[src/rtl/sdram_arb_pkg.sv]
`default_nettype none
// +--------------------------------------------------------------------+
// | sdram_arb_pkg : shared constants and types for sdram_port_arb       |
// | Revision      : 1.0                                                 |
// +--------------------------------------------------------------------+
package sdram_arb_pkg;

    localparam logic PORT_A = 1'b0;
    localparam logic PORT_B = 1'b1;

    // Depth of each sdram_ctrl command buffer; outstanding traffic must never exceed it.
    localparam int SDRAM_BUF_DEPTH = 8;

    typedef enum logic [1:0] {
        ARB_IDLE = 2'd0,
        SERVE_A  = 2'd1,
        SERVE_B  = 2'd2
    } arb_state_t;

    function automatic int clamp_to_buf(input int v);
        return (v < SDRAM_BUF_DEPTH) ? v : SDRAM_BUF_DEPTH;
    endfunction

endpackage
`default_nettype wire

[src/rtl/sdram_port_arb_tagq.sv]
`default_nettype none
// +--------------------------------------------------------------------+
// | sdram_port_arb_tagq : in-order read tag FIFO (1 bit wide, port id)  |
// | Revision            : 1.0                                           |
// +--------------------------------------------------------------------+
module sdram_port_arb_tagq
    import sdram_arb_pkg::*;
#(
    parameter int DEPTH_LOG2 = 3
) (
    input  logic clk,
    input  logic rst_n,
    input  logic push,
    input  logic push_id,
    input  logic pop,
    output logic head,
    output logic full,
    output logic empty
);

    localparam int DEPTH = 1 << DEPTH_LOG2;
    localparam logic [DEPTH_LOG2:0] PTR_ONE = 1;

    logic [DEPTH_LOG2:0] r_wr_ptr;
    logic [DEPTH_LOG2:0] r_rd_ptr;
    logic [DEPTH-1:0]    r_mem;
    logic                w_pop_ok;
    logic                w_push_ok;

    assign empty = (r_wr_ptr == r_rd_ptr);
    assign full  = (r_wr_ptr[DEPTH_LOG2] != r_rd_ptr[DEPTH_LOG2]) &&
                   (r_wr_ptr[DEPTH_LOG2-1:0] == r_rd_ptr[DEPTH_LOG2-1:0]);
    assign head  = r_mem[r_rd_ptr[DEPTH_LOG2-1:0]];

    // A pop in the same cycle frees the slot a full-queue push needs.
    assign w_pop_ok  = pop && !empty;
    assign w_push_ok = push && (!full || w_pop_ok);

    always_ff @(posedge clk) begin
        if (w_push_ok) begin
            r_mem[r_wr_ptr[DEPTH_LOG2-1:0]] <= push_id;
        end
    end

    always_ff @(posedge clk or negedge rst_n) begin
        if (!rst_n) begin
            r_wr_ptr <= '0;
            r_rd_ptr <= '0;
        end else begin
            if (w_push_ok) r_wr_ptr <= r_wr_ptr + PTR_ONE;
            if (w_pop_ok)  r_rd_ptr <= r_rd_ptr + PTR_ONE;
        end
    end

endmodule
`default_nettype wire

[src/rtl/sdram_port_arb.sv]
`default_nettype none
// +--------------------------------------------------------------------+
// | sdram_port_arb : two-port arbiter in front of sdram_ctrl            |
// | Option macro   : SDRAM_ARB_B_PRIO_EN (port B strict priority)       |
// | Revision       : 1.0                                                |
// +--------------------------------------------------------------------+
module sdram_port_arb
    import sdram_arb_pkg::*;
#(
    parameter int P_DATA_NBIT   = 16,
    parameter int P_ADDR_NBIT   = 16,
    parameter int P_BURST_MAX   = 4,
    parameter int P_MAX_WR      = 6,
    parameter int P_MAX_RD_LOG2 = 3
) (
    input  logic                   clk,
    input  logic                   rst_n,
    input  logic                   a_req,
    input  logic                   a_we,
    input  logic [P_ADDR_NBIT-1:0] a_addr,
    input  logic [P_DATA_NBIT-1:0] a_wdata,
    output logic                   a_gnt,
    output logic [P_DATA_NBIT-1:0] a_rdata,
    output logic                   a_rdv,
    input  logic                   b_req,
    input  logic                   b_we,
    input  logic [P_ADDR_NBIT-1:0] b_addr,
    input  logic [P_DATA_NBIT-1:0] b_wdata,
    output logic                   b_gnt,
    output logic [P_DATA_NBIT-1:0] b_rdata,
    output logic                   b_rdv,
    output logic                   m_wren,
    output logic [P_ADDR_NBIT-1:0] m_waddr,
    output logic [P_DATA_NBIT-1:0] m_wdata,
    output logic                   m_rd,
    output logic [P_ADDR_NBIT-1:0] m_raddr,
    input  logic [P_DATA_NBIT-1:0] m_rdata,
    input  logic                   m_rdv,
    input  logic                   m_wstatus,
    output logic                   busy
);

    localparam int WR_LIMIT  = clamp_to_buf(P_MAX_WR);
    localparam int TAGQ_LOG2 = ((1 << P_MAX_RD_LOG2) > SDRAM_BUF_DEPTH) ?
                               $clog2(SDRAM_BUF_DEPTH) : P_MAX_RD_LOG2;
    localparam int WW        = $clog2(WR_LIMIT + 1);
    localparam int BW        = $clog2(P_BURST_MAX + 1);
    localparam logic [WW-1:0] WR_LIMIT_C  = WW'(WR_LIMIT);
    localparam logic [WW-1:0] WR_ONE      = 1;
    localparam logic [BW-1:0] BURST_MAX_C = BW'(P_BURST_MAX);
    localparam logic [BW-1:0] BURST_ONE   = 1;

    arb_state_t      r_state, w_state_nxt;
    logic [BW-1:0]   r_burst, w_burst_nxt;
    logic            r_last, w_last_nxt;
    logic [WW-1:0]   r_wr_cnt;
    logic            r_wr_gnt_d;
    logic            w_tag_head, w_tag_full, w_tag_empty, w_tag_room;
    logic            w_elig_a, w_elig_b, w_gnt_a, w_gnt_b;
    logic            w_gnt_wr, w_gnt_rd;
    logic [P_ADDR_NBIT-1:0] w_sel_addr;
    logic [P_DATA_NBIT-1:0] w_sel_wdata;

    assign w_tag_room = !w_tag_full || m_rdv;
    assign w_elig_a   = a_req && (a_we ? (r_wr_cnt < WR_LIMIT_C) : w_tag_room);
    assign w_elig_b   = b_req && (b_we ? (r_wr_cnt < WR_LIMIT_C) : w_tag_room);

    always_comb begin
        w_gnt_a = 1'b0;
        w_gnt_b = 1'b0;
`ifdef SDRAM_ARB_B_PRIO_EN
        if (w_elig_b)      w_gnt_b = 1'b1;
        else if (w_elig_a) w_gnt_a = 1'b1;
`else
        case (r_state)
            SERVE_A: begin
                // The burst limit only bites while B is actually able to take over.
                if (w_elig_a && (r_burst < BURST_MAX_C || !w_elig_b)) w_gnt_a = 1'b1;
                else if (w_elig_b)                                    w_gnt_b = 1'b1;
            end
            SERVE_B: begin
                if (w_elig_b && (r_burst < BURST_MAX_C || !w_elig_a)) w_gnt_b = 1'b1;
                else if (w_elig_a)                                    w_gnt_a = 1'b1;
            end
            default: begin
                if (w_elig_a && w_elig_b) begin
                    w_gnt_a = (r_last == PORT_B);
                    w_gnt_b = (r_last == PORT_A);
                end else begin
                    w_gnt_a = w_elig_a;
                    w_gnt_b = w_elig_b;
                end
            end
        endcase
`endif
    end

    always_comb begin
        w_state_nxt = ARB_IDLE;
        w_burst_nxt = '0;
        w_last_nxt  = r_last;
        if (w_gnt_a) begin
            w_state_nxt = SERVE_A;
            w_last_nxt  = PORT_A;
            w_burst_nxt = (r_state != SERVE_A) ? BURST_ONE :
                          (r_burst < BURST_MAX_C) ? r_burst + BURST_ONE : r_burst;
        end else if (w_gnt_b) begin
            w_state_nxt = SERVE_B;
            w_last_nxt  = PORT_B;
            w_burst_nxt = (r_state != SERVE_B) ? BURST_ONE :
                          (r_burst < BURST_MAX_C) ? r_burst + BURST_ONE : r_burst;
        end
    end

    assign a_gnt       = w_gnt_a;
    assign b_gnt       = w_gnt_b;
    assign w_gnt_wr    = (w_gnt_a && a_we) || (w_gnt_b && b_we);
    assign w_gnt_rd    = (w_gnt_a && !a_we) || (w_gnt_b && !b_we);
    assign w_sel_addr  = w_gnt_b ? b_addr  : a_addr;
    assign w_sel_wdata = w_gnt_b ? b_wdata : a_wdata;
    assign busy        = (r_state != ARB_IDLE) || !w_tag_empty;

    always_ff @(posedge clk or negedge rst_n) begin
        if (!rst_n) begin
            r_state    <= ARB_IDLE;
            r_burst    <= '0;
            r_last     <= PORT_B;
            r_wr_cnt   <= '0;
            r_wr_gnt_d <= 1'b0;
            m_wren     <= 1'b0;
            m_waddr    <= '0;
            m_wdata    <= '0;
            m_rd       <= 1'b0;
            m_raddr    <= '0;
            a_rdv      <= 1'b0;
            a_rdata    <= '0;
            b_rdv      <= 1'b0;
            b_rdata    <= '0;
        end else begin
            r_state    <= w_state_nxt;
            r_burst    <= w_burst_nxt;
            r_last     <= w_last_nxt;
            r_wr_gnt_d <= w_gnt_wr;
            m_wren     <= w_gnt_wr;
            m_rd       <= w_gnt_rd;
            if (w_gnt_wr) begin
                m_waddr <= w_sel_addr;
                m_wdata <= w_sel_wdata;
            end
            if (w_gnt_rd) m_raddr <= w_sel_addr;
            // Write buffer is only trusted empty once no write is still in flight to it.
            if (w_gnt_wr)                      r_wr_cnt <= r_wr_cnt + WR_ONE;
            else if (m_wstatus && !r_wr_gnt_d) r_wr_cnt <= '0;
            a_rdv <= m_rdv && !w_tag_empty && (w_tag_head == PORT_A);
            b_rdv <= m_rdv && !w_tag_empty && (w_tag_head == PORT_B);
            if (m_rdv && !w_tag_empty && (w_tag_head == PORT_A)) a_rdata <= m_rdata;
            if (m_rdv && !w_tag_empty && (w_tag_head == PORT_B)) b_rdata <= m_rdata;
        end
    end

`ifndef SYNTHESIS
    logic r_stray_rdv;
    always_ff @(posedge clk or negedge rst_n) begin
        if (!rst_n) r_stray_rdv <= 1'b0;
        else        r_stray_rdv <= r_stray_rdv | (m_rdv & w_tag_empty);
    end
`endif

    sdram_port_arb_tagq #(
        .DEPTH_LOG2 (TAGQ_LOG2)
    ) u_tagq (
        .clk     (clk),
        .rst_n   (rst_n),
        .push    (w_gnt_rd),
        .push_id (w_gnt_b),
        .pop     (m_rdv),
        .head    (w_tag_head),
        .full    (w_tag_full),
        .empty   (w_tag_empty)
    );

endmodule
`default_nettype wire

[config.mk]
export PLATFORM = sky130hd
export DESIGN_NAME = sdram_port_arb
export DESIGN_NICKNAME = d
export VERILOG_FILES = /design/src/rtl/sdram_arb_pkg.sv /design/src/rtl/sdram_port_arb_tagq.sv /design/src/rtl/sdram_port_arb.sv
export SDC_FILE = /design/constraint.sdc
export NUM_CORES = 1
export LEC_CHECK = 0
export CAP_MARGIN = 20
export CELL_PAD_IN_SITES_DETAIL_PLACEMENT = 1
export CELL_PAD_IN_SITES_GLOBAL_PLACEMENT = 1
export CORE_MARGIN = 2
export CORE_UTILIZATION = 34
export DETAILED_ROUTE_END_ITERATION = 8
export PLACE_DENSITY_LB_ADDON = 0.1
export SYNTH_ARGS = -nofsm -noshare
export SYNTH_HDL_FRONTEND = slang
export SYNTH_SLANG_ARGS = --single-unit
[constraint.sdc]
create_clock -name clk -period 2.75 [get_ports clk]
set_input_delay 0.275 -clock clk [delete_from_list [all_inputs] [get_ports clk]]
set_output_delay 0.275 -clock clk [all_outputs]
set_load 0.01 [all_outputs]
Word level (Yosys, flattened, before mapping)
Cells that the tools add are included.
W data, S select, Z words.
- add/subtract/negate cells: 4
- magnitude comparators: 5
- equal/unequal tests: 7
- mux-type cells: 30
- bitwise gates (word level): 2
- reduce and logical (&&, ||, !) cells: 33
- operators with widths (kind ; number):
    $mux W16 ; 2
    $mux W3 ; 7
    $logic_and A1 B1 Y1 ; 16
    $mux W1 ; 14
    $add A4 B1 Y4 const B ; 2
    $bwmux W8 ; 1
    $lt A3 B4 Y1 const B ; 2
    $logic_not A1 Y1 ; 7
    $logic_or A1 B1 Y1 ; 7
    $add A3 B1 Y3 const B ; 2
    $lt A3 B3 Y1 const B ; 2
    $reduce_bool A2 Y1 ; 3
    $eq A4 B4 Y1 ; 1
    $mux W2 ; 2
    $pmux W1 S2 ; 2
    $bmux W1 S3 ; 1
    $demux W1 S3 ; 1
    $eq A3 B3 Y1 ; 1
    $ge A3 B1 Y1 const B ; 1
    $eq A2 B1 Y1 const B ; 1
    $eq A2 B2 Y1 const B ; 1
    $ne A2 B1 Y1 const B ; 1
    $ne A2 B2 Y1 const B ; 1
    $not A1 Y1 ; 2
    $ne A1 B1 Y1 ; 1
- logic and storage cells: 97
- input bits: 88
- flip-flop bits (word level): 109

Logic depth before layout (Yosys ltp)
Gate-level depths: netlist of the first run.
- word-level depth: 14
- mapped depth: 11
- depth with buffers taken out: 10

Cells and area by module
From an unflattened synthesis of the first run, not the netlist that was laid out.
- cell total of the unflattened synthesis: 456
- area total of the unflattened synthesis: 5002.3 um^2
- by module, submodules not included (module ; times used ; cells an instance ; area an instance (um^2)):
    sdram_port_arb ; 1 ; 390 ; 4160.2
    sdram_port_arb_tagq ; 1 ; 66 ; 842.1

Least setup slack after synthesis of the first run
No wires, ideal clock.
- path type: reg-to-reg
- start point: register r_state[0]
- end point: register m_raddr[10]
- cell stages (with the launch flop): 11
- arrival: 2348 ps
- period minus slack after synthesis: 2474 ps
- slack: 276 ps
- cells stage by stage: dfrtp_1 -> inv_1 -> ha_1 -> or3b_2 -> o211ai_1 -> o211ai_1 -> o311ai_1 -> nand2_1 -> clkbuf_1 -> and3_1 -> a221o_1
- cells in the longest elaborated chain, start to end: 4
- RTL lines (item ; line ; source):
    from (decl) ; sdram_port_arb.sv:53 ; arb_state_t r_state, w_state_nxt;
    from (signal assigned) ; sdram_port_arb.sv:140 ; r_state <= w_state_nxt;
    $eq A2 B2 Y1 or $eq A2 B1 Y1 (tied branches) ; sdram_port_arb.sv:75 ; case (r_state)
    $pmux W1 S2 ; sdram_port_arb.sv:75 ;
    $logic_and A1 B1 Y1 ; sdram_port_arb.sv:118 ; assign w_gnt_rd = (w_gnt_a && !a_we) || (w_gnt_b && !b_we);
    $logic_or A1 B1 Y1 ; sdram_port_arb.sv:118 ;
    to (signal assigned) ; sdram_port_arb.sv:150 ; if (w_gnt_rd) m_raddr <= w_sel_addr;
    to (decl) ; sdram_port_arb.sv:36 ; output logic [P_ADDR_NBIT-1:0] m_raddr,
Several ways; a longest one is shown, not always the timed one.
A chain may end at the register's enable or synchronous reset.

Final worst setup path of the first run
- start point: register r_state[0]
- end point: output port b_gnt
- cells in the longest elaborated chain, start to end: 2
- RTL lines (item ; line ; source):
    $eq A2 B2 Y1 or $eq A2 B1 Y1 (tied branches) ; sdram_port_arb.sv:75 ;
    $pmux W1 S2 * ; sdram_port_arb.sv:75 ;
    to (decl) ; sdram_port_arb.sv:29 ; output logic b_gnt,
Mark *: on every way between the ends. The rest lies on a longest branch, timed or not.

==> results of run 1 <==
[cell families after synthesis]
| logic type | share of synthesized area [%] |
|---|---|
| simple gates | 13.0 |
| flops | 58.2 |
| compound gates | 11.4 |
| mux | 10.2 |
| buf+inv | 3.34 |
| xor+xnor | 2.02 |
| fa+ha+maj | 1.84 |
[layer usage]
layer	track usage (%)	vias to the layer above	share of wire, %
li1	-	1828	-
met1	22.3	1983	42
met2	32.3	144	48
met3	7.20	12	9.3
met4	6.03	0	1.2
met5	0	-	0
[final cells by class]
type | instances | share of cell area [%]
clock buffer | 15 | 3.58
clock inverter | 1 | 0.418
inverter | 7 | 0.365
multi-input combinational | 264 | 27.0
sequential | 109 | 38.5
tap | 180 | 3.13
timing repair buffer | 201 | 27.0
[state kept, by name (all words and copies together) (netlist names)]
register,cells
a_rdata,16
a_rdv,1
b_rdata,16
b_rdv,1
m_raddr,16
m_rd,1
m_waddr,16
m_wdata,16
r_burst,3
r_last,1
r_state,2
r_wr_cnt,3
r_wr_gnt_d,1
u_tagq.r_mem,8
u_tagq.r_rd_ptr,4
u_tagq.r_wr_ptr,4
[stage by stage]
step	hold WS [ps]	cell area [µm²]	util, %
2_1_floorplan	-20.6	4760	-
3_5_place_dp	480	6800	49.4
6_report	62.0	7190	52.2
5_1_grt	156	7190	52.2
3_3_place_gp	470	6800	49.4
4_1_cts	111	7110	51.6
[cell usage after synthesis (6+ instances only)]
| cell type | number |
|---|---|
| ha_1 | 7 |
| nand2_1 | 17 |
| nor2_1 | 79 |
| clkbuf_1 | 10 |
| o22ai_1 | 32 |
| and3_1 | 18 |
| mux2i_1 | 6 |
| inv_1 | 7 |
| a221o_1 | 16 |
| dfrtp_1 | 100 |
| xnor2_1 | 10 |
| mux2_2 | 34 |
| edfxtp_1 | 8 |
| buf_2 | 7 |
| o21ai_0 | 6 |
[timing repair]
item	in CTS	in global routing
endpoints found under the setup margin	22	42
pin swaps	1	3
buffers inserted	1	2
gates resized for setup	5	9
cloned	0	1
[cells in the final DEF, fill, tap and decap left out, types with 2 or more instances in the layout]
master and n:
a21oi_1 2, a221o_1 16, a31oi_4 2, and3_1 18
buf_4 28, clkbuf_1 5, clkbuf_16 9, clkdlybuf4s50_1 171
dfrtp_1 100, edfxtp_1 8, ha_1 5, inv_1 6
mux2_2 34, mux2i_1 6, mux4_2 2, nand2_1 17
nand2b_1 4, nand4_1 2, nor2_1 79, nor2b_1 2
nor3_1 2, o211ai_1 2, o21ai_0 6, o22ai_1 32
o41ai_4 2, xnor2_1 7, xnor2_2 3
[final timing paths]
check                      depth (start not counted)               start  slack [ps]                 end
setup / recovery                                   9          r_state[0]         100               b_gnt
hold / removal                                     1               rst_n          60          b_rdata[3]
setup reg to reg                                  10          r_state[0]         130     u_tagq.r_mem[7]
hold reg to reg                                    1  u_tagq.r_wr_ptr[3]         500  u_tagq.r_wr_ptr[3]
max in group asynchronous                          2               rst_n        1890          a_rdata[8]
min in group clk                                   1  u_tagq.r_wr_ptr[3]         500  u_tagq.r_wr_ptr[3]
[power by group]
| part | total, W | internal, W | switching, W | leakage [nW] |
|---|---|---|---|---|
| logic | 0.00462 | 0.00250 | 0.00212 | 1.62 |
| registers | 0.00285 | 0.00241 | 0.000444 | 1.26 |
| clock network | 0.00130 | 0.000735 | 0.000561 | 0.138 |
==> metrics, run 1 <==
GRT Overall Usage=19.1%; EDFF count, synth=8; Relative slew margins=37.6%; Pwr Density=1220 nW/µm²; IO Count=175; vias per cell=5.11; initial core utilization=34.6%; fin. max-slew vios=0; max frequency=377 MHz; vias in the first global route=4427; cells taking the most area after synthesis=dfrtp_1, mux2_2, nor2_1; WS Path Type=flop to output port; slowest stage delay, CP=390 ps; clock-pin slew on the worst setup and hold paths=60 ps; Hold Crit Class=primary input to async pin; post-route minimum period=2650 ps; cts hold-fix bufs=0; max cap viols=0; startpoint types=flop; P_leak=3.02 nW; cell total after placement=757; die height=122 µm; WP data arrival=2380 ps; share of the yosys chip area belonging to registers=58.2%; cell taking the most area after synthesis=dfrtp_1; CTS root buf=clkbuf_16; Std-Cell Rows=43; top-area cell type share of the netlist area=52.6%; nets@finish=687; Initial DRC Count=104; Top delay family on crit path=buffers and inverters; syn nets=497; Multi-input gate area=1940 µm²; die area=15000 µm²; critical path endpoint category=output port; remaining routing DRC violations=0; layout cells sized above 1=15.6%; CP required=2480 ps; Remaining Overflow, GRT=0; die width=122 µm; CTS tree=built; Filler cells=1494; pin count of the biggest net entering global routing=72; Post-Route WL=14.2 mm; status=complete, no violations; via count=3967; TritonCTS sink count=109; ANT nets after route=0; Routability Congestion=0.736; #FFs+latches synth=109; Port Buf Inserts=174; initial antenna violation count=0; Worst path slowest cell=dfrtp_1; TritonCTS buffer count=9; detailed placement HPWL=9.91 mm; WL per Instance=18.3 µm; Ys Warns=0; Area growth syn-to-layout=51.1%; post-route setup slack=95.1 ps; first-pass GRT wire length=22.3 mm; final setup fails=0; Core Region=13800 µm²; actual slew at the worst max-slew pin=936 ps; clock tree buffer depth=2; Placement Setup Slack=-71.7 ps; crit-path max FO=8; worst vdd ir=430 µV; CP cell instances=inv_1 > ha_1 > mux2i_1 > mux2_2 > nand2_1 > o21ai_4 > nor2_1 > buf_4 > dlygate4sd2_1; final hold vios=0; DR pass1 iterations=6; Critical path buffers and inverters=3; fin crit share=96.5%; post-route insts no fill=777; Post-Syn Area=4760 µm²; Clock Latency Late Sink=350 ps; n_diodes=0; Synth Flop Type=dfrtp_1; htree depth=3; cell count after synthesis=402; Layout Skew=7.18 ps; setup tns final=0 ps; Async SR Flop Fraction=92.7%; Sequential Area=2770 µm²; Synth cell types=45; mean post-synth cell area=11.8 µm²; Total Power=0.00876 W
(Power assumes the default switching activity.)
==> run 2: changes to the inputs <==
--- a/config.mk
+++ b/config.mk
@@ -10,7 +10,9 @@
 export CELL_PAD_IN_SITES_GLOBAL_PLACEMENT = 1
 export CORE_MARGIN = 2
 export CORE_UTILIZATION = 34
+export CTS_CLUSTER_SIZE = 28
 export DETAILED_ROUTE_END_ITERATION = 8
+export MAX_ROUTING_LAYER = met4
 export PLACE_DENSITY_LB_ADDON = 0.1
 export SYNTH_ARGS = -nofsm -noshare
 export SYNTH_HDL_FRONTEND = slang
==> metrics, run 2 (synthesized netlist as in run 1, its figures left out) <==
TritonCTS sink count=109 (unchanged); DR pass1 iterations=4 (-2); worst vdd ir=430 µV (about the same); post-route minimum period=2630 ps (-27.7 ps); global routing usage on met2=32.3% (unchanged); gr busiest metal=met2; most frequent cells in the layout=clkdlybuf4s50_1, dfrtp_1, nor2_1, mux2_2, o22ai_1; die width=122 µm (unchanged); first-pass GRT wire length=22.2 mm (-0.40%); Routability Congestion=0.745 (+1.2%); Worst Hold Margin=72.0 ps (+10.0 ps); Area growth syn-to-layout=50.6%; Initial DRC Count=111 (+6.7%); max frequency=381 MHz (+1.1%); max cap viols=0 (unchanged); Pwr Density=1220 nW/µm² (about the same); initial antenna violation count=0 (unchanged); actual slew at the worst max-slew pin=941 ps (+5.05 ps); via count=3947 (-0.50%); nets@finish=686 (-0.15%); n_diodes=0 (unchanged); final hold vios=0 (unchanged); Total Power=0.00874 W (-0.32%); status=complete, no violations; GR Util met3=5.86% (-1.3 points); htree depth=3 (unchanged); cts hold-fix bufs=0 (unchanged); commonest non-fill, non-tap cell in the layout=clkdlybuf4s50_1; GRT Overall Usage=19.6% (+0.56 points); CTS tree=built; detailed placement HPWL=9.91 mm (unchanged); crit-path max FO=5 (-3); final setup fails=0 (unchanged); critical path endpoint category=output port; fin crit share=95.5% (-1.0 points); TritonCTS buffer count=9 (unchanged); slowest stage delay, CP=410 ps (+20 ps); clock-pin slew on the worst setup and hold paths=60 ps (about the same); Port Buf Inserts=174 (unchanged); Worst path slowest cell=or3b_4; CTS root buf=clkbuf_16; Remaining Overflow, GRT=0 (unchanged); vias per cell=5.09 (-0.38%); layout cells sized above 1=15.1% (-0.48 points); initial core utilization=34.6% (unchanged); Relative slew margins=37.3% (-0.34 points); WS Path Type=flop to output port; pin count of the biggest net entering global routing=72 (unchanged); Post-Route WL=14.2 mm (-0.43%); remaining routing DRC violations=0 (unchanged); Layout Skew=6.08 ps (-1.10 ps); RSZ-0062 raised after global routing=no; die height=122 µm (unchanged); Clock Latency Late Sink=350 ps (about the same); Hold Crit Class=primary input to async pin; Std-Cell Rows=43 (unchanged); startpoint types=flop; WL per Instance=18.2 µm (-0.30%); met1 Use GR=23.2% (+0.87 points); clock tree buffer depth=2 (unchanged); Core Region=13800 µm² (unchanged); IO Count=175 (unchanged); die area=15000 µm² (unchanged); vias in the first global route=4450 (+0.52%); WP data arrival=2350 ps (-30 ps); CP required=2480 ps (about the same); CP cell instances=inv_1 > ha_4 > or3b_4 > nand4b_1 > o211ai_1 > buf_4 > and2b_1 > clkdlybuf4s15_1; P_leak=3.01 nW (about the same); fin. max-slew vios=0 (unchanged); ANT nets after route=0 (unchanged)
-- run 2: cell count changes in the layout (fill, tap and decap cells not counted) --
cell	before	now
dlygate4sd2_1	1	0
clkbuf_2	0	1
o311ai_2	1	0
buf_4	28	27
inv_2	1	0
ha_2	1	0
ha_1	5	6
inv_1	6	7
o311ai_1	0	1
-- run 2: power breakdown --
group	internal, W	switching [W]
clock network	0.000734	0.000556
logic	0.00248	0.00211
registers	0.00241	0.000444
total	0.00562	0.00311
-- run 2: final timing paths --
check | start | to | slack [ps] | depth (start not counted)
max | r_state[1] | a_gnt | 120 | 8
min | rst_n | b_rdata[3] | 70 | 1
max reg2reg | r_state[0] | u_tagq.r_mem[7] | 220 | 9
min reg2reg | u_tagq.r_wr_ptr[3] | u_tagq.r_wr_ptr[3] | 500 | 1
max in group asynchronous | rst_n | a_rdata[8] | 1880 | 2
min in group clk | u_tagq.r_wr_ptr[3] | u_tagq.r_wr_ptr[3] | 500 | 1
-- run 2: per-stage QoR --
stage,util (%),setup slack (ps),instance area (µm²),setup TNS (ps),instances
floorplan,-,276,4760,0,402
global route,52.1,11.9,7170,0,776
finish,52.1,123,7170,0,776
detailed placement,49.4,-71.7,6800,-230,757
global placement,49.4,27.4,6800,0,757
CTS,51.6,46.8,7110,0,774
-- run 2: layer usage --
| layer | wire length [µm] | vias to the layer above |
|---|---|---|
| li1 | - | 1823 |
| met5 | 0 | - |
| met2 | 6730 | 139 |
| met3 | 1110 | 13 |
| met4 | 202 | 0 |
| met1 | 6120 | 1972 |
-- run 2: cell type report --
cell class,instances,area (µm²)
inverter,7,26.3
clock inverter,1,30.0
tap,180,225
fill,1492,6600
clock buffer,15,258
multi-input combinational,264,1930
sequential,109,2770
timing repair buffer,200,1930
-- run 2: worst max-delay path: cells and delay by family, from the launching register on --
kind	cells	cell delay, ps
flip-flops	1	360
AO/OA/AOI/OAI	1	140
buffers and inverters	3	500
AND/OR/NAND/NOR	3	700
adder cells (fa/ha/maj)	1	290
-- run 2: what timing repair did --
action / in CTS / in global routing
gates resized for setup: 5 / 8
cloned: 0 / 1
pin swaps: 1 / 1
setup endpoints to repair: 22 / 40
buffers inserted: 1 / 1
==> run 3: changes to the inputs <==
--- a/config.mk
+++ b/config.mk
@@ -9,7 +9,8 @@
 export CELL_PAD_IN_SITES_DETAIL_PLACEMENT = 1
 export CELL_PAD_IN_SITES_GLOBAL_PLACEMENT = 1
 export CORE_MARGIN = 2
-export CORE_UTILIZATION = 34
+export CORE_UTILIZATION = 35
+export CTS_BUF_LIST = sky130_fd_sc_hd__clkbuf_8
 export CTS_CLUSTER_SIZE = 28
 export DETAILED_ROUTE_END_ITERATION = 8
 export MAX_ROUTING_LAYER = met4
==> metrics, run 3 (synthesized netlist as in run 1, its figures left out) <==
critical path endpoint category=output port; Flop pwr share=33.1% (+0.5 points); actual slew at the worst max-slew pin=840 ps (-101 ps); Initial DRC Count=118 (+6.3%); setup tns final=0 ps (unchanged); post-route minimum period=2670 ps (+38.4 ps); Std-Cell Rows=42 (-2.3%); startpoint types=flop; clock share of power=12.1% (-2.7 points); commonest non-fill, non-tap cell in the layout=clkdlybuf4s50_1; detailed placement HPWL=10.1 mm (+1.4%); fin crit share=96.9% (+1.4 points); max cap viols=0 (unchanged); Comb pwr share=54.8% (+2.2 points); Post-Route WL=14.4 mm (+1.6%); htree depth=3 (unchanged); Switch Pwr=0.00321 W (+3.1%); CTS tree=built; TritonCTS sink count=109 (unchanged); ANT nets after route=0 (unchanged); Port Buf Inserts=174 (unchanged); sw frac=37.4% (+1.8 points); Clock Latency Late Sink=390 ps (+40 ps); final setup fails=0 (unchanged); Filler cells=1423 (-4.6%); clock tree buffer depth=2 (unchanged); Layout Skew=14.3 ps (+8.20 ps); layout cells sized above 1=16.3% (+1.2 points); max frequency=375 MHz (-1.4%); n_diodes=0 (unchanged); DR pass1 iterations=4 (unchanged); pin count of the biggest net entering global routing=51 (-29%); initial antenna violation count=0 (unchanged); Area growth syn-to-layout=50.3%; clock-pin slew on the worst setup and hold paths=110 ps (+50 ps); Total Power=0.00858 W (-1.8%); remaining routing DRC violations=0 (unchanged); WP data arrival=2390 ps (+40 ps); die area=14600 µm² (-2.8%); vias per cell=5.07 (-0.24%); Core Region=13200 µm² (-3.9%); die height=121 µm (-1.4%); nets@finish=684 (-0.29%); GRT Overall Usage=20.6% (+0.99 points); CTS root buf=clkbuf_8; IO Count=175 (unchanged); Remaining Overflow, GRT=0 (unchanged); Hold Crit Class=primary input to async pin; worst vdd ir=450 µV (+4.8%); TritonCTS buffer count=9 (unchanged); Relative slew margins=44.0% (+6.8 points); P_leak=2.98 nW (-0.94%); status=complete, no violations; crit-path max FO=5 (unchanged); most frequent cells in the layout=clkdlybuf4s50_1, dfrtp_1, nor2_1, mux2_2, o22ai_1; Routability Congestion=0.811 (+8.9%); final hold vios=0 (unchanged); CP required=2480 ps (about the same); Worst Hold Margin=426 ps (+354 ps); Pwr Density=1200 nW/µm² (-1.6%); Internal=0.00537 W (-4.5%); fin. max-slew vios=0 (unchanged); first-pass GRT wire length=22.7 mm (+2.1%); WL per Instance=18.7 µm (+2.4%); die width=121 µm (-1.4%); vias in the first global route=4418 (-0.72%); initial core utilization=36.0% (+1.4 points); WS Path Type=flop to output port; via count=3907 (-1.0%)
[run 3: path summary, 6_finish.rpt]
kind,end,cells after the start,start,slack (ps)
min reg2reg,r_wr_cnt[0],1,r_wr_cnt[0],500
max,a_gnt,7,r_state[0],80
min,a_rdata[2],2,rst_n,430
max reg2reg,u_tagq.r_mem[0],10,r_state[0],130
max in group asynchronous,u_tagq.r_wr_ptr[0],3,rst_n,1630
min in group clk,m_wdata[4],3,a_wdata[4],450
[run 3: area by class of cell]
class / instances / area, µm² / share of cell area [%]
Timing Repair Buffer: 198 / 1970 / 27.5
Sequential cell: 109 / 2770 / 38.7
Multi-Input combinational cell: 264 / 1960 / 27.4
Tap cell: 176 / 220 / 3.08
Clock inverter: 6 / 68.8 / 0.962
Clock buffer: 10 / 138 / 1.92
Inverter: 7 / 26.3 / 0.367
[run 3: layer usage]
layer / routed length [µm] / share of wire [%] / global-route usage (%)
met1: 6090 / 42 / 24.3
met2: 6960 / 48 / 33.3
met3: 1150 / 8.0 / 6.89
met4: 189 / 1.3 / 6.90
met5: 0 / 0 / -
[run 3: per-stage QoR]
| step | worst slack (ps) | area [µm²] | util (%) | cells |
|---|---|---|---|---|
| 4_1_cts | 17.1 | 7100 | 53.6 | 768 |
| 2_1_floorplan | 276 | 4760 | - | 402 |
| 3_3_place_gp | 43.5 | 6830 | 51.6 | 751 |
| 6_report | 84.4 | 7160 | 54.0 | 770 |
| 5_1_grt | -45.3 | 7160 | 54.0 | 770 |
| 3_5_place_dp | -77.3 | 6830 | 51.6 | 751 |
[run 3: what timing repair did]
item	in CTS	in global routing
resized for setup	11	6
pin swaps	2	3
setup endpoints to repair	19	39
endpoints found under the hold margin	44	0
setup buffers	0	1
hold buffers	1	0
gates cloned	0	1
[run 3: power groups by stage]
stage / logic (W) / clock network (W) / registers, W
floorplan: 0.00205 / 0 / 0.00311
global placement: 0.00443 / 0 / 0.00282
detailed placement: 0.00457 / 0 / 0.00286
CTS: 0.00465 / 0.00107 / 0.00285
global route: 0.00509 / 0.00114 / 0.00295
finish: 0.00470 / 0.00104 / 0.00284
[run 3: critical path, cell delays in order, from the launching register on]
cell           delay (ps)
dfrtp_1               360
inv_1                  90
ha_4                  290
or3b_4                420
o211ai_1              120
o211ai_1              190
and2b_1               240
dlygate4sd2_1         300
